===== config.mk =====
export PLATFORM = sky130hd
export DESIGN_NAME = time_display
export DESIGN_NICKNAME = d
export VERILOG_FILES = /design/src/rtl/time_display.sv
export SDC_FILE = /design/constraint.sdc
export NUM_CORES = 1
export LEC_CHECK = 0
export ABC_AREA = 1
export BUFFER_PORTS_ARGS = -buffer_cell sky130_fd_sc_hd__buf_4
export CORE_ASPECT_RATIO = 0.75
export CORE_MARGIN = 2
export CORE_UTILIZATION = 40
export DETAILED_ROUTE_END_ITERATION = 8
export GPL_ROUTABILITY_DRIVEN = 0
export PLACE_DENSITY = 0.61
export SYNTH_ARGS = -nofsm -noshare
export SYNTH_HDL_FRONTEND = slang
export SYNTH_SLANG_ARGS = --single-unit

===== constraint.sdc =====
create_clock -name clk -period 2.6 [get_ports clk]
set_input_delay 0.13 -clock clk [delete_from_list [all_inputs] [get_ports clk]]
set_output_delay 0.13 -clock clk [all_outputs]
set_load 0.02 [all_outputs]

===== src/rtl/time_display.sv =====
// Display-side reader of the minute/second counter: samples once per scan frame,
// converts to BCD sequentially and multiplexes a 4-digit common-anode MM.SS display.
module time_display #(
  parameter int SCAN_DIV = 1000
) (
  input  logic       clk,
  input  logic       rst_n,
  input  logic [5:0] second,
  input  logic [5:0] minute,
  output logic [6:0] seg,
  output logic [3:0] dig_sel,
  output logic       dp,
  output logic       hold
);

  localparam int CW = (SCAN_DIV > 1) ? $clog2(SCAN_DIV) : 1;

  if (SCAN_DIV < 8) begin : g_bad_scan_div
    $error("time_display: SCAN_DIV must be at least 8 so a conversion fits inside one digit");
  end

  typedef enum logic [1:0] {
    IDLE,
    LOAD,
    SHIFT,
    DONE
  } conv_state_t;

  // ---------------------------------------------------------------------------
  // Scan engine
  // ---------------------------------------------------------------------------
  logic [CW-1:0] scan_cnt;
  logic [1:0]    dig_idx;
  logic          scan_wrap;
  logic          frame_start;
  logic          frame_end;

  assign scan_wrap   = (scan_cnt == CW'(SCAN_DIV - 1));
  // The edge that enters digit 3 is the snapshot edge; the edge leaving it ends the frame.
  assign frame_start = scan_wrap && (dig_idx == 2'd2);
  assign frame_end   = scan_wrap && (dig_idx == 2'd3);

  // NOTE: sequential state uses non-blocking (<=) so every register samples
  // pre-edge values; blocking here would create order-dependent simulation.
  always_ff @(posedge clk or negedge rst_n) begin
    if (!rst_n) begin
      scan_cnt <= '0;
      dig_idx  <= 2'd0;
    end else if (scan_wrap) begin
      scan_cnt <= '0;
      dig_idx  <= dig_idx + 2'd1;
    end else begin
      scan_cnt <= scan_cnt + CW'(1);
    end
  end

  // ---------------------------------------------------------------------------
  // Conversion engine: shift-add-3, both fields in parallel.
  // Shift register layout: {tens[13:10], units[9:6], binary[5:0]}.
  // ---------------------------------------------------------------------------
  function automatic logic [13:0] add3_shift(input logic [13:0] v);
    logic [13:0] a;
    a = v;
    if (a[13:10] >= 4'd5) a[13:10] = a[13:10] + 4'd3;
    if (a[9:6]   >= 4'd5) a[9:6]   = a[9:6]   + 4'd3;
    return {a[12:0], 1'b0};
  endfunction

  conv_state_t state;
  logic [5:0]  snap_s;
  logic [5:0]  snap_m;
  logic [13:0] sh_s;
  logic [13:0] sh_m;
  logic [2:0]  iter;
  logic [7:0]  pending_s;
  logic [7:0]  pending_m;
  logic        pending_hold;

  // NOTE: every register here, including snapshot and pending storage, is reset
  // so that a reset mid-conversion leaves no stale result to leak onto the display.
  always_ff @(posedge clk or negedge rst_n) begin
    if (!rst_n) begin
      state        <= IDLE;
      snap_s       <= '0;
      snap_m       <= '0;
      sh_s         <= '0;
      sh_m         <= '0;
      iter         <= '0;
      pending_s    <= '0;
      pending_m    <= '0;
      pending_hold <= 1'b0;
    end else begin
      case (state)
        IDLE: begin
          if (frame_start) begin
            snap_s <= second;
            snap_m <= minute;
            state  <= LOAD;
          end
        end
        LOAD: begin
          sh_s  <= {8'd0, snap_s};
          sh_m  <= {8'd0, snap_m};
          iter  <= 3'd0;
          state <= SHIFT;
        end
        SHIFT: begin
          sh_s <= add3_shift(sh_s);
          sh_m <= add3_shift(sh_m);
          if (iter == 3'd5) begin
            state <= DONE;
          end else begin
            iter <= iter + 3'd1;
          end
        end
        DONE: begin
          pending_s    <= sh_s[13:6];
          pending_m    <= sh_m[13:6];
          pending_hold <= (snap_m >= 6'd60);
          state        <= IDLE;
        end
        default: state <= IDLE;
      endcase
    end
  end

  // ---------------------------------------------------------------------------
  // Display registers and output encoding
  // ---------------------------------------------------------------------------
  function automatic logic [6:0] seg_encode(input logic [3:0] nib);
    logic [6:0] code;
    case (nib)
      4'd0:    code = 7'b1000000;
      4'd1:    code = 7'b1111001;
      4'd2:    code = 7'b0100100;
      4'd3:    code = 7'b0110000;
      4'd4:    code = 7'b0011001;
      4'd5:    code = 7'b0010010;
      4'd6:    code = 7'b0000010;
      4'd7:    code = 7'b1111000;
      4'd8:    code = 7'b0000000;
      4'd9:    code = 7'b0010000;
      default: code = 7'b1111111;
    endcase
    return code;
  endfunction

  logic [7:0] disp_s;
  logic [7:0] disp_m;
  logic [7:0] next_disp_s;
  logic [7:0] next_disp_m;
  logic       next_hold;
  logic [1:0] next_idx;
  logic [3:0] next_nib;

  // With SCAN_DIV == 8 the DONE edge coincides with the frame end, so the fresh
  // result is forwarded straight into the display instead of via pending.
  // NOTE: every always_comb output gets a default first so no path infers a latch.
  always_comb begin
    next_disp_s = disp_s;
    next_disp_m = disp_m;
    next_hold   = hold;
    next_idx    = scan_wrap ? (dig_idx + 2'd1) : dig_idx;
    if (frame_end) begin
      if (state == DONE) begin
        next_disp_s = sh_s[13:6];
        next_disp_m = sh_m[13:6];
        next_hold   = (snap_m >= 6'd60);
      end else begin
        next_disp_s = pending_s;
        next_disp_m = pending_m;
        next_hold   = pending_hold;
      end
    end
    case (next_idx)
      2'd0:    next_nib = next_disp_s[3:0];
      2'd1:    next_nib = next_disp_s[7:4];
      2'd2:    next_nib = next_disp_m[3:0];
      default: next_nib = next_disp_m[7:4];
    endcase
  end

  always_ff @(posedge clk or negedge rst_n) begin
    if (!rst_n) begin
      disp_s  <= '0;
      disp_m  <= '0;
      hold    <= 1'b0;
      seg     <= 7'b1000000;
      dig_sel <= 4'b1110;
      dp      <= 1'b1;
    end else begin
      disp_s  <= next_disp_s;
      disp_m  <= next_disp_m;
      hold    <= next_hold;
      seg     <= seg_encode(next_nib);
      dig_sel <= ~(4'b0001 << next_idx);
      dp      <= (next_idx != 2'd2);
    end
  end

endmodule


==> metrics <==
clock sinks 102; Yosys warning count 0; # port buffers 26; Final Max Tran Viols 0; Post-synth EDFFs 0; Yosys reg bits 102; fin crit share 0.9036; static leakage 0.002941 uW; synth unique cells 33; top-area cell type share of the netlist area 0.4971; # IOs 27; setup TNS 0 ns; Worst Hold Launch second[0]; clk slew on worst S/H paths 0.07 ns; 1st-iter DRT viols 142; final hold vios 0; Final #Nets 629; CP arrival 2.59 ns; Tmin final 2.349 ns; DRC viols 0; full die area 0.01325 mm2; Synth top cells by count nand2_1, dfrtp_1, inv_1, nand3_1, o21ai_0; slew margin rel. 0.4691; fin util 0.4721; Mapped Nets 585; Critical R2R Capture seg[3]; WHS Endpoint snap_s[0]; grt total ovfl 0; Final setup viols 0; Routed Antenna Nets 0; ANT cells 0; hold depth 2; CTS buffer count 9; via count 3656; Setup crit end kind flop; Hold Crit Class input port to flop; later-pin clock latency in the skew report 0.35 ns; WL per Instance 12.43 um; WL final 9.483 mm; Post-synth ARST share 1.000; layout cell share with drive strength beyond 1 0.1759; status complete, no violations; initial antenna violation count 0; vias in the first global route 3697; area leader, netlist dfrtp_1; most frequent cell after synthesis nand2_1; Required @ worst endpoint 2.84 ns; post-synth design cell area 0.004933 mm2; largest net degree at the start of global routing 63; MaxCap Viol Count 0; VDD IR max 0.0003102 V; Clock Skew 0.008540 ns; die width 132.2 um; Fillers 1174; row count 35; sequential area share after synthesis 0.5184; core area 0.01217 mm2; Initial Utilization 0.4052; post-DP HPWL 6.673 mm; CTS max path bufs 2; Avg Inst Size Synth 9.003 um2; actual slew at the worst max-slew pin 0.7964 ns; R2R cell count 14; CTS tree built; iteration count of the initial detailed-routing pass 5; clk root buf clkbuf_16; Syn Inst Count 548; fmax 425.6 MHz; Worst R2R Start scan_cnt[0]; Pwr Density 512.6 mW/mm2; multi-input logic area 0.001966 mm2; first-pass GRT wire length 17.04 mm; Layout area overhead 16.51%; Global Route Usage Sum 0.1598; CP startpoint kind flop; H-Tree Depth 3; largest cells by area after synthesis dfrtp_1, nand2_1, inv_1; register area 0.002557 mm2; CP Max Fanout 5; Reg2Reg Setup Slack 0.25 ns; dominant synthesized flop cell dfrtp_1; Die H 100.2 um; critical path type flop to flop; vias per inst 4.792
[stage by stage]
step                      instance area, um2  power [uW]  hold slack, ns  setup WS (ns)  std cells
after CTS                               5704        2993        0.002200         0.1422        758
after floorplan                         4933        1638         -0.1656         0.5059        548
after detailed placement                5329        1691          0.2747         0.1941        733
after global routing                    5748        3066        0.004789       -0.01311        763
final                                   5748        2946         0.01685         0.2506        763
after global placement                  5329        1689          0.2614         0.2466        733
[timing repair]
item,4_1_cts,5_1_grt
endpoints found under the setup margin,0,7
endpoints found under the hold margin,65,0
setup buffers,0,5
hold buffers,9,0
gates resized for setup,0,3
[layout by cell type, fill, tap and decap left out, drive strengths merged, types with 3 or more instances in the layout]
cell type	instances
nand2	134
dfrtp	98
inv	87
nand3	54
o21ai	45
buf	40
nor2	34
ha	23
mux2	13
nand4	12
clkbuf	9
dlygate4sd3	9
a21oi	8
o22ai	6
clkinv	6
nor3	5
dfstp	4
xor2	3
[per-layer routing]
layer,vias up,global-route usage,wire length (um)
met3,7,0.04040,271
li1,1840,-,-
met4,0,0.05376,99
met1,1764,0.2107,4796
met2,45,0.2608,4315
met5,-,0,0
[critical path, cell delays in order (launching register included)]
cell and delay (ns):
dfrtp_1 0.38, ha_1 0.18, nand2_1 0.12, nor2_4 0.19, nand2_2 0.12, nand2_1 0.11
nand2_4 0.09, nor2_2 0.18, nand2_1 0.07, nand3_1 0.17, inv_1 0.11, ha_1 0.28
nand3_1 0.09, nand3_1 0.10, nand2_1 0.05
[flip-flops by register name (all words and copies together), names as in the netlist]
register      count
scan_cnt         10
snap_m            6
state             2
pending_s         8
seg               7
snap_s            6
sh_m             14
iter              3
dig_idx           2
pending_hold      1
pending_m         8
disp_m            8
dig_sel           4
hold              1
sh_s             14
disp_s            8
[cell families (layout without fill, tap and decap cells)]
| kind of cell | Yosys count | after routing | synth area share |
|---|---|---|---|
| buffers and inverters | 103 | 152 | 0.08420 |
| flip-flops | 102 | 102 | 0.5184 |
| multiplexers | 13 | 13 | 0.02967 |
| XOR/XNOR | 3 | 3 | 0.005327 |
| adder cells (fa/ha/maj) | 23 | 23 | 0.05833 |
| AND/OR/NAND/NOR | 240 | 240 | 0.2333 |
| AO/OA/AOI/OAI | 64 | 64 | 0.07076 |
[how the worst max path moves through the flow]
stage | start | to | slack (ns) | cells past startpoint
floorplan | scan_cnt[0] | seg[3] | 0.51 | 15
global placement | scan_cnt[0] | seg[3] | 0.25 | 15
detailed placement | scan_cnt[0] | seg[3] | 0.19 | 14
CTS | state[1] | seg[3] | 0.14 | 14
global route | scan_cnt[0] | seg[3] | -0.01 | 15
finish | scan_cnt[0] | seg[3] | 0.25 | 14
[cell type report]
| type | instances | share of cell area |
|---|---|---|
| clock inverter | 7 | 0.01045 |
| tap | 166 | 0.03613 |
| multi-input combinational | 343 | 0.3420 |
| inverter | 87 | 0.05725 |
| clock buffer | 9 | 0.03918 |
| timing repair buffer | 49 | 0.07009 |
| sequential | 102 | 0.4449 |
[report_power, final]
| group | total, uW | internal [uW] | switching (uW) |
|---|---|---|---|
| sequential | 1600 | 1600 | 5.77 |
| clock | 1280 | 661 | 618 |
| combinational | 66.1 | 29.8 | 36.4 |
| total | 2950 | 2290 | 660 |
No activity file was read; power rests on OpenSTA's default activity.
